[src/rtl/uart_rx_param_if.sv]
// Receive-side handshake bundle: one-entry output register with status flags.
// master = receiver, slave = consumer.
interface uart_rx_param_if #(
    parameter int unsigned DATA_BITS = 8
);
    logic [DATA_BITS-1:0] rx_data;
    logic                 rx_valid;
    logic                 rx_ready;
    logic                 parity_err;
    logic                 frame_err;
    logic                 overrun;

    modport master (
        output rx_data, rx_valid, parity_err, frame_err, overrun,
        input  rx_ready
    );

    modport slave (
        input  rx_data, rx_valid, parity_err, frame_err, overrun,
        output rx_ready
    );
endinterface

[src/rtl/uart_rx_param.sv]
// Parametrised UART receiver: oversampled majority-vote sampling, configurable
// width/parity/stop bits, one-entry valid/ready output register.
module uart_rx_param #(
    parameter int unsigned CLK_FREQ   = 50000000,
    parameter int unsigned BAUD       = 115200,
    parameter int unsigned OVERSAMPLE = 16,
    parameter int unsigned DATA_BITS  = 8,
    parameter int unsigned PARITY     = 0,
    parameter int unsigned STOP_BITS  = 1
) (
    input  logic             CLOCK_50,
    input  logic             rst_n,
    input  logic             rx,
    uart_rx_param_if.master  rx_if
);
    localparam int unsigned DIV   = CLK_FREQ / (BAUD * OVERSAMPLE);
    localparam int unsigned DIV_W = (DIV > 1) ? $clog2(DIV) : 1;
    localparam int unsigned OS_W  = $clog2(OVERSAMPLE);
    localparam int unsigned MID   = OVERSAMPLE / 2;

    typedef enum logic [2:0] {S_IDLE, S_START, S_DATA, S_PARITY, S_STOP} state_t;

    state_t               state, state_n;
    logic                 rx_q, rx_s;
    logic [DIV_W-1:0]     div_cnt;
    logic                 tick;
    logic [OS_W-1:0]      os_cnt, os_n;
    logic [3:0]           bit_cnt, bit_n;
    logic [DATA_BITS-1:0] shreg, sh_n;
    logic                 par_bit, par_n;
    logic                 fe_acc, fe_n;
    logic [1:0]           smp;
    logic                 vote, at_maj, at_end, done;
    logic                 par_x, pe_now, load;

    logic [DATA_BITS-1:0] data_q;
    logic                 valid_q, pe_q, fe_q, ovr_q;

    always_ff @(posedge CLOCK_50 or negedge rst_n) begin
        if (!rst_n) begin
            rx_q <= 1'b1;
            rx_s <= 1'b1;
        end else begin
            rx_q <= rx;
            rx_s <= rx_q;
        end
    end

    assign tick = (div_cnt == DIV_W'(DIV - 1));

    always_ff @(posedge CLOCK_50 or negedge rst_n) begin
        if (!rst_n)    div_cnt <= '0;
        else if (tick) div_cnt <= '0;
        else           div_cnt <= div_cnt + DIV_W'(1);
    end

    // First two votes are latched; the third is live rx_s at the majority point.
    always_ff @(posedge CLOCK_50 or negedge rst_n) begin
        if (!rst_n) begin
            smp <= '0;
        end else if (tick) begin
            if (os_cnt == OS_W'(MID - 1)) smp[0] <= rx_s;
            if (os_cnt == OS_W'(MID))     smp[1] <= rx_s;
        end
    end

    assign at_maj = tick && (os_cnt == OS_W'(MID + 1));
    assign at_end = tick && (os_cnt == OS_W'(OVERSAMPLE - 1));
    assign vote   = (smp[0] & smp[1]) | (smp[0] & rx_s) | (smp[1] & rx_s);

    always_ff @(posedge CLOCK_50 or negedge rst_n) begin
        if (!rst_n) begin
            state   <= S_IDLE;
            os_cnt  <= '0;
            bit_cnt <= '0;
            shreg   <= '0;
            par_bit <= 1'b0;
            fe_acc  <= 1'b0;
        end else begin
            state   <= state_n;
            os_cnt  <= os_n;
            bit_cnt <= bit_n;
            shreg   <= sh_n;
            par_bit <= par_n;
            fe_acc  <= fe_n;
        end
    end

    always_comb begin
        state_n = state;
        os_n    = os_cnt;
        bit_n   = bit_cnt;
        sh_n    = shreg;
        par_n   = par_bit;
        fe_n    = fe_acc;
        done    = 1'b0;
        if (state != S_IDLE && tick)
            os_n = at_end ? '0 : os_cnt + OS_W'(1);
        case (state)
            S_IDLE: begin
                if (tick && !rx_s) begin
                    state_n = S_START;
                    os_n    = '0;
                    bit_n   = '0;
                    fe_n    = 1'b0;
                end
            end
            S_START: begin
                if (at_maj && vote) state_n = S_IDLE;
                else if (at_end)    state_n = S_DATA;
            end
            S_DATA: begin
                if (at_maj) sh_n = {vote, shreg[DATA_BITS-1:1]};
                if (at_end) begin
                    if (bit_cnt == 4'(DATA_BITS - 1)) begin
                        bit_n   = '0;
                        state_n = (PARITY != 0) ? S_PARITY : S_STOP;
                    end else begin
                        bit_n = bit_cnt + 4'd1;
                    end
                end
            end
            S_PARITY: begin
                if (at_maj) par_n = vote;
                if (at_end) state_n = S_STOP;
            end
            S_STOP: begin
                // Complete at the last stop-bit midpoint so the next start edge is not missed.
                if (at_maj) begin
                    if (!vote) fe_n = 1'b1;
                    if (bit_cnt == 4'(STOP_BITS - 1)) begin
                        done    = 1'b1;
                        state_n = S_IDLE;
                    end
                end else if (at_end) begin
                    bit_n = bit_cnt + 4'd1;
                end
            end
            default: state_n = S_IDLE;
        endcase
    end

    assign par_x  = (^shreg) ^ par_bit;
    assign pe_now = (PARITY == 1) ? par_x : (PARITY == 2) ? ~par_x : 1'b0;
    assign load   = done && (!valid_q || rx_if.rx_ready);

    always_ff @(posedge CLOCK_50 or negedge rst_n) begin
        if (!rst_n) begin
            data_q  <= '0;
            valid_q <= 1'b0;
            pe_q    <= 1'b0;
            fe_q    <= 1'b0;
            ovr_q   <= 1'b0;
        end else begin
            ovr_q <= done && !load;
            if (load) begin
                data_q  <= shreg;
                pe_q    <= pe_now;
                fe_q    <= fe_n;
                valid_q <= 1'b1;
            end else if (valid_q && rx_if.rx_ready) begin
                valid_q <= 1'b0;
            end
        end
    end

    assign rx_if.rx_data    = data_q;
    assign rx_if.rx_valid   = valid_q;
    assign rx_if.parity_err = pe_q;
    assign rx_if.frame_err  = fe_q;
    assign rx_if.overrun    = ovr_q;
endmodule

[src/flat_wrapper.sv]
// flat-port wrapper written by rule: the top's interface ports become plain ports
module uart_rx_param_flat 
#(
    parameter int unsigned CLK_FREQ   = 50000000,
    parameter int unsigned BAUD       = 115200,
    parameter int unsigned OVERSAMPLE = 16,
    parameter int unsigned DATA_BITS  = 8,
    parameter int unsigned PARITY     = 0,
    parameter int unsigned STOP_BITS  = 1
)
  (CLOCK_50, rst_n, rx, rx_if_rx_data, rx_if_rx_valid, rx_if_parity_err, rx_if_frame_err, rx_if_overrun, rx_if_rx_ready);
  uart_rx_param_if #(.DATA_BITS(DATA_BITS)) rx_if_i ();
  input  logic CLOCK_50;
  input  logic rst_n;
  input  logic rx;
  output wire logic [$bits(rx_if_i.rx_data)-1:0] rx_if_rx_data;
  output wire logic [$bits(rx_if_i.rx_valid)-1:0] rx_if_rx_valid;
  output wire logic [$bits(rx_if_i.parity_err)-1:0] rx_if_parity_err;
  output wire logic [$bits(rx_if_i.frame_err)-1:0] rx_if_frame_err;
  output wire logic [$bits(rx_if_i.overrun)-1:0] rx_if_overrun;
  input wire logic [$bits(rx_if_i.rx_ready)-1:0] rx_if_rx_ready;
  assign rx_if_rx_data = rx_if_i.rx_data;
  assign rx_if_rx_valid = rx_if_i.rx_valid;
  assign rx_if_parity_err = rx_if_i.parity_err;
  assign rx_if_frame_err = rx_if_i.frame_err;
  assign rx_if_overrun = rx_if_i.overrun;
  assign rx_if_i.rx_ready = rx_if_rx_ready;
  uart_rx_param #(.CLK_FREQ(CLK_FREQ), .BAUD(BAUD), .OVERSAMPLE(OVERSAMPLE), .DATA_BITS(DATA_BITS), .PARITY(PARITY), .STOP_BITS(STOP_BITS)) u_core (.CLOCK_50(CLOCK_50), .rst_n(rst_n), .rx(rx), .rx_if(rx_if_i));
endmodule
[config.mk]
export PLATFORM = sky130hd
export DESIGN_NAME = uart_rx_param_flat
export DESIGN_NICKNAME = d
export VERILOG_FILES = /design/src/rtl/uart_rx_param_if.sv /design/src/rtl/uart_rx_param.sv /design/src/flat_wrapper.sv
export SDC_FILE = /design/constraint.sdc
export NUM_CORES = 1
export LEC_CHECK = 0
export ABC_CLOCK_PERIOD_IN_PS = 3850
export BUFFER_PORTS_ARGS = -buffer_cell sky130_fd_sc_hd__buf_4
export CAP_MARGIN = 20
export CORE_MARGIN = 1.5
export CORE_UTILIZATION = 60
export DETAILED_ROUTE_END_ITERATION = 10
export HOLD_SLACK_MARGIN = 0.12
export PLACE_DENSITY = 0.8
export RECOVER_POWER = 50
export SYNTH_ARGS = -nofsm -noshare
export SYNTH_HDL_FRONTEND = slang
export SYNTH_SLANG_ARGS = --single-unit
[constraint.sdc]
create_clock -name CLOCK_50 -period 3.85 [get_ports CLOCK_50]
set_input_delay 0.77 -clock CLOCK_50 [delete_from_list [all_inputs] [get_ports CLOCK_50]]
set_output_delay 0.77 -clock CLOCK_50 [all_outputs]
set_load 0.05 [all_outputs]
==> flow_metrics.py <==
metrics = {
    "route": {
        "final_antenna_net_count": 0,
        "drt-initial-drc-count": 73,
        "met2WireLength_mm": 1.435,
        "routed_wl_mm": 3.080,
        "drc": 0,
        "wl_met3_microns": 121,
        "wl_met1_mm": 1.479,
        "viasPerCell": 5.768,
        "wl_per_cell_microns": 13.75,
        "via_count": 1292,
        "top_layer_used": "met4",
        "first_pass_iters": 5,
    },
    "sta": {
        "worstMarginPinSlew_ns": 2.001,
        "drv_slew": 41,
        "relSlewSlack_pct": -33.42,
        "setup_ws_ns": 1.551,
        "post-route-period-util_pct": 59.71,
        "hold_violations": 0,
        "grt_setup_unrepaired": "no",
        "fin_skew_ns": 0.006231,
        "fmax_mhz": 435.0,
        "setup_tns_ns": 0,
        "finalSetupViolations": 0,
        "period_minus_slack_ns": 2.299,
    },
    "synthesis": {
        "synth_edf_count": 0,
        "synth_area_per_cell_sq_um": 11.71,
        "yosysWarnings": 0,
        "ys.flop_type": "dfrtp_1",
        "yosysUniqueCellTypes": 42,
        "async_flop_share_pct": 100.0,
        "netlist_area_sq_um": 1943,
        "synth_fp_nets": 177,
        "ys_seq_area_share_pct": 51.64,
        "synthCells": 166,
        "ys_ff_latch": 40,
    },
    "min_path": {
        "min_to": "u_core.rx_s",
        "worstHoldStart": "u_core.rx_q",
        "min_path_cells": 0,
        "hp-class": "reg -> reg",
    },
    "global_route": {
        "grt_start_max_net_pins": 41,
        "overflow": 0,
        "grt_use_total_pct": 20.51,
        "grt_pass1_vias": 1242,
        "antenna_found_initial": 0,
        "grt_pass1_wl_mm": 5.444,
    },
    "placed_design": {
        "placedCellCount": 216,
        "dpl-instance-area_sq_um": 2042,
        "dp_slack_ns": 1.565,
        "dp_hpwl_mm": 2.191,
        "port_buffers": 14,
        "place_congestion": 0.8274,
    },
    "pwr": {
        "power.density_nw_per_um2": 335.7,
        "internal-power_mw": 0.5611,
        "p_clk_share_pct": 38.1,
        "ir_drop_mv": 0.2746,
        "switching_share_pct": 21.09,
        "comb_power_share_pct": 2.2,
        "p_leak_nw": 0.9946,
        "p_seq_share_pct": 59.7,
        "power_switching_mw": 0.1499,
    },
    "clock_tree": {
        "cts_max_level": 2,
        "numCtsBuffers": 5,
        "cts_setup_buffers": 0,
        "ctsResizeCount": 0,
        "clock-root-buffer": "clkbuf_4",
        "clock_latency_ns": 0.35,
        "clk_pin_slew_ns": 0.11,
        "cts-hold-fix-buffers": 0,
        "cts.path.max_buffers": 2,
        "cts.sinks": 40,
        "cts_tree": "done",
    },
    "finish": {
        "fin_cells": 224,
        "antennaDiodeCount": 0,
        "finalNetCount": 190,
        "mostFrequentLayoutCell": "dfrtp_1",
        "layout_common_cells": "dfrtp_1, nand2_1, mux2_2, buf_4",
        "nFillCells": 220,
        "drive_gt1_share_pct": 26.67,
        "syn_to_final_growth_pct": 9.015,
        "design_area_sq_um": 2118,
        "post-route-util_pct": 69.39,
    },
    "floorplanning": {
        "ios": 16,
        "die_area_sq_um": 3589,
        "die_h_microns": 59.91,
        "start_util_pct": 63.65,
        "num_rows": 20,
        "coreArea_sq_um": 3053,
        "die_w_microns": 59.91,
    },
    "run_status": {
        "status": "complete, but fails checks",
        "violations": "capacitance limit, slew limit",
    },
    "worst_setup_path": {
        "end_kind": "register",
        "start_kind": "register",
        "rrSetupSlack_ns": 1.55,
        "cp_max_fo": 16,
        "worst_r2r_startpoint": "u_core.div_cnt[0]",
        "r2r_cells": 6,
        "required_ns": 4.09,
        "critPathKind": "reg -> reg",
        "r2r-end": "u_core.rx_if.rx_data[0]",
        "critPathArrivalTime_ns": 2.54,
    },
    "flow_run": {
        "cap_viol_max_count": 1,
    },
}
[how the worst max path moves through the flow]
| stage | startpoint | end | slack [ns] |
|---|---|---|---|
| global placement | u_core.div_cnt[0] | u_core.rx_if.rx_data[1] | 1.69 |
| finish | u_core.div_cnt[0] | u_core.rx_if.rx_data[0] | 1.55 |
| floorplan | u_core.div_cnt[0] | u_core.shreg[0] | 1.96 |
| detailed placement | u_core.div_cnt[0] | u_core.rx_if.rx_data[0] | 1.57 |
| CTS | u_core.div_cnt[0] | u_core.rx_if.rx_data[0] | 1.54 |
| global route | rst_n | u_core.os_cnt[1] | 1.30 |
[worst max-delay path: stages (launching register included)]
cell,delay (ns)
dfrtp_1,0.42
inv_1,0.07
ha_1,0.15
and4b_1,0.54
and3_4,0.33
nand4_2,0.29
mux2_2,0.39
[cell families (layout without fill, tap and decap cells)]
logic type      Yosys count  in the layout  share of synthesized area (%)
xor+xnor                  3              3                          1.352
buf+inv                  17             31                          4.893
fa+ha+maj                 8              8                          5.022
compound gates           28             28                          9.851
simple gates             48             48                          13.39
flops                    40             40                          51.64
other cells               1              1                         0.1930
mux                      21             21                          13.65
[state kept, by name (all words and copies together), names as in the netlist]
name,flops
u_core.rx_if.frame_err,1
u_core.shreg,8
u_core.state,3
u_core.div_cnt,5
u_core.rx_s,1
u_core.rx_q,1
u_core.rx_if.rx_data,8
u_core.os_cnt,4
u_core.fe_acc,1
u_core.bit_cnt,4
u_core.rx_if.rx_valid,1
u_core.smp,2
u_core.rx_if.overrun,1
[power by group through the flow]
| stage | Clock (mW) | Combinational, mW | Sequential, mW |
|---|---|---|---|
| 6_report | 0.271 | 0.0154 | 0.425 |
| 2_1_floorplan | 0 | 0.00766 | 0.431 |
| 3_5_place_dp | 0 | 0.0167 | 0.433 |
| 3_3_place_gp | 0 | 0.0161 | 0.433 |
| 4_1_cts | 0.280 | 0.0168 | 0.425 |
| 5_1_grt | 0.299 | 0.0180 | 0.425 |
[final cells by class]
| type | instances | area [sq um] | share of cell area [%] |
|---|---|---|---|
| well taps | 44 | 55.05 | 2.599 |
| repair buffers | 14 | 101.3 | 4.784 |
| flip-flops and latches | 40 | 1003 | 47.37 |
| inverters | 9 | 33.78 | 1.595 |
| clock buffers | 5 | 37.54 | 1.772 |
| multi-input cells | 109 | 844.6 | 39.87 |
| clock inverters | 3 | 42.54 | 2.008 |
[synthesized netlist by cell type (all sizes together) (2+ instances only)]
cell,count,area share (%)
dfrtp,38,49
mux2,20,13
nand2,12,2.3
o21ai,11,2.8
nor2,10,1.9
inv,9,1.7
buf,7,2.9
ha,7,4.5
nand3,7,1.8
a22o,4,1.8
nor2b,4,1.3
nor3,4,1.0
a21o,2,0.77
a31oi,2,0.64
and3,2,1.2
dfstp,2,2.7
nor3b,2,0.77
o31ai,2,0.77
xnor2,2,0.90
[layer usage]
layer,vias up,global-route usage [%]
met5,-,0
met4,0,7.302
met3,6,6.494
met2,37,31.52
met1,641,27.38
li1,608,-
[per-stage QoR]
stage | hold slack, ns | power (mW)
finish | 0.3647 | 0.7110
global route | 0.3674 | 0.7422
CTS | 0.3660 | 0.7210
detailed placement | 0.3488 | 0.4493
global placement | 0.3465 | 0.4486
floorplan | 0.3452 | 0.4391
Power figures use the tool's default switching activity.
